### config.mk
export PLATFORM = sky130hd
export DESIGN_NAME = order_packet_assembler
export DESIGN_NICKNAME = d
export VERILOG_FILES = /design/src/rtl/order_packet_assembler.sv
export SDC_FILE = /design/constraint.sdc
export NUM_CORES = 1
export LEC_CHECK = 0
export BUFFER_PORTS_ARGS = -buffer_cell sky130_fd_sc_hd__buf_2
export CAP_MARGIN = 0
export CORE_MARGIN = 3
export CORE_UTILIZATION = 55
export DETAILED_ROUTE_END_ITERATION = 7
export PLACE_DENSITY = 0.77
export REMOVE_ABC_BUFFERS = 1
export SLEW_MARGIN = 20
export SYNTH_ARGS = -nofsm -noshare
export SYNTH_HDL_FRONTEND = slang
export SYNTH_SLANG_ARGS = --single-unit
### constraint.sdc
create_clock -name CLK -period 6.6 [get_ports CLK]
set_clock_uncertainty 0.1 [all_clocks]
set_input_delay 0.66 -clock CLK [delete_from_list [all_inputs] [get_ports CLK]]
set_output_delay 0.66 -clock CLK [all_outputs]
set_load 0.005 [all_outputs]
### src/rtl/order_packet_assembler.sv
// Frames the raw UART order byte stream (SYNC, 4 payload bytes, XOR checksum)
// into 32-bit order words for the matching engine; bad or stalled frames are dropped and counted.
module order_packet_assembler #(
  parameter logic [7:0] SYNC_BYTE      = 8'hA5,
  parameter int unsigned TIMEOUT_CYCLES = 1000
) (
  input  logic        CLK,
  input  logic        RESET,
  input  logic [7:0]  rx_byte,
  input  logic        rx_valid,
  output logic [31:0] payload_data,
  output logic        packet_ready,
  output logic        reset_byte_count_pulse,
  output logic        checksum_error,
  output logic        timeout_error,
  output logic [7:0]  err_count
);

  typedef enum logic [1:0] {HUNT, PAYLOAD, CHECK} state_t;

  // Compare against LAST so the abort lands exactly TIMEOUT_CYCLES idle edges after the last byte.
  localparam logic [15:0] TMO_LAST = 16'(TIMEOUT_CYCLES - 1);

  state_t      state_q, state_d;
  logic [1:0]  idx_q, idx_d;
  logic [31:0] shift_q, shift_d;
  logic [7:0]  xor_q, xor_d;
  logic [15:0] tmo_q, tmo_d;
  logic [31:0] payload_q, payload_d;
  logic        pr_q, pr_d;
  logic        rbc_q, rbc_d;
  logic        ce_q, ce_d;
  logic        te_q, te_d;
  logic [7:0]  err_q, err_d;

  function automatic logic [7:0] sat_inc(input logic [7:0] v);
    return (v == 8'hFF) ? v : v + 8'd1;
  endfunction

  always_comb begin
    state_d   = state_q;
    idx_d     = idx_q;
    shift_d   = shift_q;
    xor_d     = xor_q;
    tmo_d     = tmo_q;
    payload_d = payload_q;
    err_d     = err_q;
    pr_d      = 1'b0;
    rbc_d     = 1'b0;
    ce_d      = 1'b0;
    te_d      = 1'b0;
    case (state_q)
      HUNT: begin
        tmo_d = 16'd0;
        if (rx_valid && rx_byte == SYNC_BYTE) begin
          state_d = PAYLOAD;
          idx_d   = 2'd0;
          shift_d = 32'd0;
          xor_d   = 8'd0;
        end
      end
      PAYLOAD, CHECK: begin
        if (rx_valid) begin
          tmo_d = 16'd0;
          if (state_q == PAYLOAD) begin
            shift_d = {shift_q[23:0], rx_byte};
            xor_d   = xor_q ^ rx_byte;
            idx_d   = idx_q + 2'd1;
            if (idx_q == 2'd3) state_d = CHECK;
          end else begin
            rbc_d   = 1'b1;
            state_d = HUNT;
            if (rx_byte == xor_q) begin
              payload_d = shift_q;
              pr_d      = 1'b1;
            end else begin
              ce_d  = 1'b1;
              err_d = sat_inc(err_q);
            end
          end
        end else if (tmo_q == TMO_LAST) begin
          tmo_d   = 16'd0;
          te_d    = 1'b1;
          rbc_d   = 1'b1;
          err_d   = sat_inc(err_q);
          state_d = HUNT;
        end else begin
          tmo_d = tmo_q + 16'd1;
        end
      end
      default: state_d = HUNT;
    endcase
  end

  always_ff @(posedge CLK or negedge RESET) begin
    if (!RESET) begin
      state_q   <= HUNT;
      idx_q     <= 2'd0;
      shift_q   <= 32'd0;
      xor_q     <= 8'd0;
      tmo_q     <= 16'd0;
      payload_q <= 32'd0;
      pr_q      <= 1'b0;
      rbc_q     <= 1'b0;
      ce_q      <= 1'b0;
      te_q      <= 1'b0;
      err_q     <= 8'd0;
    end else begin
      state_q   <= state_d;
      idx_q     <= idx_d;
      shift_q   <= shift_d;
      xor_q     <= xor_d;
      tmo_q     <= tmo_d;
      payload_q <= payload_d;
      pr_q      <= pr_d;
      rbc_q     <= rbc_d;
      ce_q      <= ce_d;
      te_q      <= te_d;
      err_q     <= err_d;
    end
  end

  assign payload_data           = payload_q;
  assign packet_ready           = pr_q;
  assign reset_byte_count_pulse = rbc_q;
  assign checksum_error         = ce_q;
  assign timeout_error          = te_q;
  assign err_count              = err_q;

endmodule

==> flow_summary.toml <==
[global_routing]
initial_antenna_violation_count = 0
grt_overflow_total = 0
grt_start_max_net_pins = 72
grtUsageTotal_pct = 19.75
first_global_vias = 2914
grt_first_pass_wirelength_mm = 13.99

[sta]
remaining_max_slew_budget_at_the_tightest_pin_pct = 32.08
drv_slew = 0
post-route-period-util_pct = 38.65
count_of_endpoints_failing_hold_in_the_final_timing_report = 0
rsz0062_at_grt = "false"
tightestPinTransition_ns = 1.011
max_freq_mhz = 392.0
sum_of_negative_setup_slack_ns = 0
period_minus_slack_ns = 2.551
finalSetupViolations = 0

[clock_tree]
cts.htree.levels = 3
cts_post_setup_buffers_inserted = 0
worstSkewPairLatency_ns = 0.36
ctsRootBufferMaster = "clkbuf_8"
worst_setup_hold_path_clk_slew_ns = 0.11
clock_sink_count = 104
postCtsHoldBufs = 0
cts-root-to-sink-buffers = 2
tritoncts = "built"
cts_buffers = 9
cts-resized-gates = 0

[place]
portBuffers = 54
postPlaceCellArea_um2 = 4782
dp_hpwl_mm = 5.344
gp_routability_congestion = 0.8368

[drt]
detail_route.drc_violations = 0
routed_wirelength_mm = 7.933
first_pass_iters = 4
drtIter0Drc = 205
route.detailed.vias_per_inst = 5.615
antenna_violating_nets_post_route = 0
routed-via-count = 2931
detail_route.wl_per_cell_um = 15.20

[worst_setup_path]
crit_required_ns = 6.75
worst-r2r-setup-slack_ns = 4.07
cp-start-kind = "input pin"
rr_endpoint = "payload_data[26]"
crit_path_end_kind = "register"
critical_path.max_fanout = 23
arrival_ns = 2.71
origin_of_the_critical_flop_to_flop_path = "state_q[0]"
rr_worst_depth = 6
worst-setup-path-type = "input pin to register"

[final_layout]
layout.cells.most_common = "dfrtp_1"
area.growth.synth_to_final_pct = 13.74
antenna_cells_inserted = 0
final_nets = 435
layout_common_cells = "dfrtp_1, buf_2, nand2_1, mux2_2"
fillerInstances = 558
finalInstanceArea_um2 = 5002
drive_gt1_share_pct = 28.84

[floorplan]
floorplan.die_area_um2 = 9105
start_util_pct = 58.75
die_height_um = 95.42
dieWidth_um = 95.42
std_cell_rows = 31
fp.coreArea_um2 = 7486
io_pins = 55

[power]
cellPowerDensity_nw_per_um2 = 331.6
leakagePower_nw = 2.523
fin_total_pwr_mw = 1.659
ir_drop_worst_case_vdd_v = 0.0002734

[yosys]
synth.mux.area_fraction_pct = 9.445
post_synth_fa_ha_maj_area_fraction_pct = 1.707
post_synth_instance_area_um2 = 4398
synth-main-ff-cell = "dfrtp_1"
flop_and_latch_count_out_of_synthesis = 104
synth_top_family_by_area = "simple AND/OR/NAND/NOR gates"
synthXorXnorAreaFrac_pct = 4.780
ys_seq_area_share_pct = 59.17
synthSimpleGateAreaFrac_pct = 14.40
ys.warnings.count = 0
async_flop_share_pct = 100.0
synth_cell_types = 46
number_of_enable_type_register_cells_in_the_synthesized_netlist = 0
synthesized_area_per_cell_um2 = 12.15
syn_inst = 362
synth_compound_area_share_pct = 8.762

[flow_run]
drv.max_cap_violation_count = 0

[run_status]
outcome = "complete, no violations"

[worst_hold_path]
hold_path_class = "input pin to async pin"
## per-layer routing
metal,track usage (%),vias up,part of all wire (%)
li1,-,1405,-
met1,28.29,1442,47
met2,29.85,72,47
met3,4.104,12,4.9
met4,7.464,0,1.6
met5,0,-,0
## cell type report
cell class | count | area, um2 | area share, %
clock buffer | 9 | 123.9 | 2.476
clock inverter | 7 | 96.34 | 1.926
inverter | 6 | 22.52 | 0.4502
multi-input combinational | 239 | 1730 | 34.59
sequential | 104 | 2603 | 52.03
tap | 99 | 123.9 | 2.476
timing repair buffer | 58 | 302.8 | 6.053
## power breakdown
group	switching (mW)	leakage, nW	internal, mW
combinational	0.265	0.984	0.150
sequential	0.0834	1.43	0.737
clock	0.235	0.109	0.188
## how the worst max path moves through the flow
stage / from / to / slack [ns] / cells after the start
detailed placement: rx_byte[7] / payload_data[30] / 3.62 / 6
global placement: rx_byte[2] / payload_data[25] / 3.67 / 6
global route: state_q[0] / payload_data[20] / 3.88 / 6
CTS: state_q[0] / payload_data[30] / 4.03 / 6
finish: rx_byte[6] / payload_data[26] / 4.05 / 6
floorplan: rx_byte[5] / payload_data[0] / 3.07 / 4
## cells in the mapped netlist, drive strengths merged, types with 3 or more instances
library cell / n / area, um2
xnor2: 13 / 113.9
inv: 6 / 22.52
clkbuf: 8 / 30.03
nor2: 29 / 113.9
a22o: 26 / 227.7
mux2: 36 / 405.4
nand4: 8 / 50.05
or3: 3 / 20.02
nand2: 39 / 146.4
nor4: 6 / 65.06
nor3: 9 / 50.05
buf: 5 / 23.77
ha: 6 / 75.07
xor2: 11 / 96.34
o21ai: 20 / 100.1
nand3: 7 / 35.03
dfrtp: 104 / 2603
## registers in the layout (all words and copies together), names as in the netlist
signal                  flops
checksum_error              1
err_count                   8
idx_q                       2
packet_ready                1
payload_data               32
reset_byte_count_pulse      1
shift_q                    32
state_q                     2
timeout_error               1
tmo_q                      16
xor_q                       8
## critical path: stages
cell     delay, ns
buf_2         0.14
xnor2_1       0.22
nand4_1       0.21
nor4_4        0.66
buf_4         0.43
mux2_2        0.38
## cell families after synthesis
logic type | Yosys count
DFF | 104
muxes | 37
adders and majority gates | 6
and+or+nand+nor | 118
AOI/OAI and AO/OA | 54
xor gates and xnor gates | 24
buffers and inverters | 19
## metrics by stage
stage	std cells	hold WS [ns]	setup WS, ns	util, %
6_report	522	0.1159	4.049	66.82
2_1_floorplan	349	0.2644	3.070	-
4_1_cts	522	0.1270	4.030	66.82
5_1_grt	522	0.1309	3.876	66.82
3_5_place_dp	506	0.3830	3.623	63.88
3_3_place_gp	506	0.3720	3.672	63.88
No activity file was read; power rests on OpenSTA's default activity.
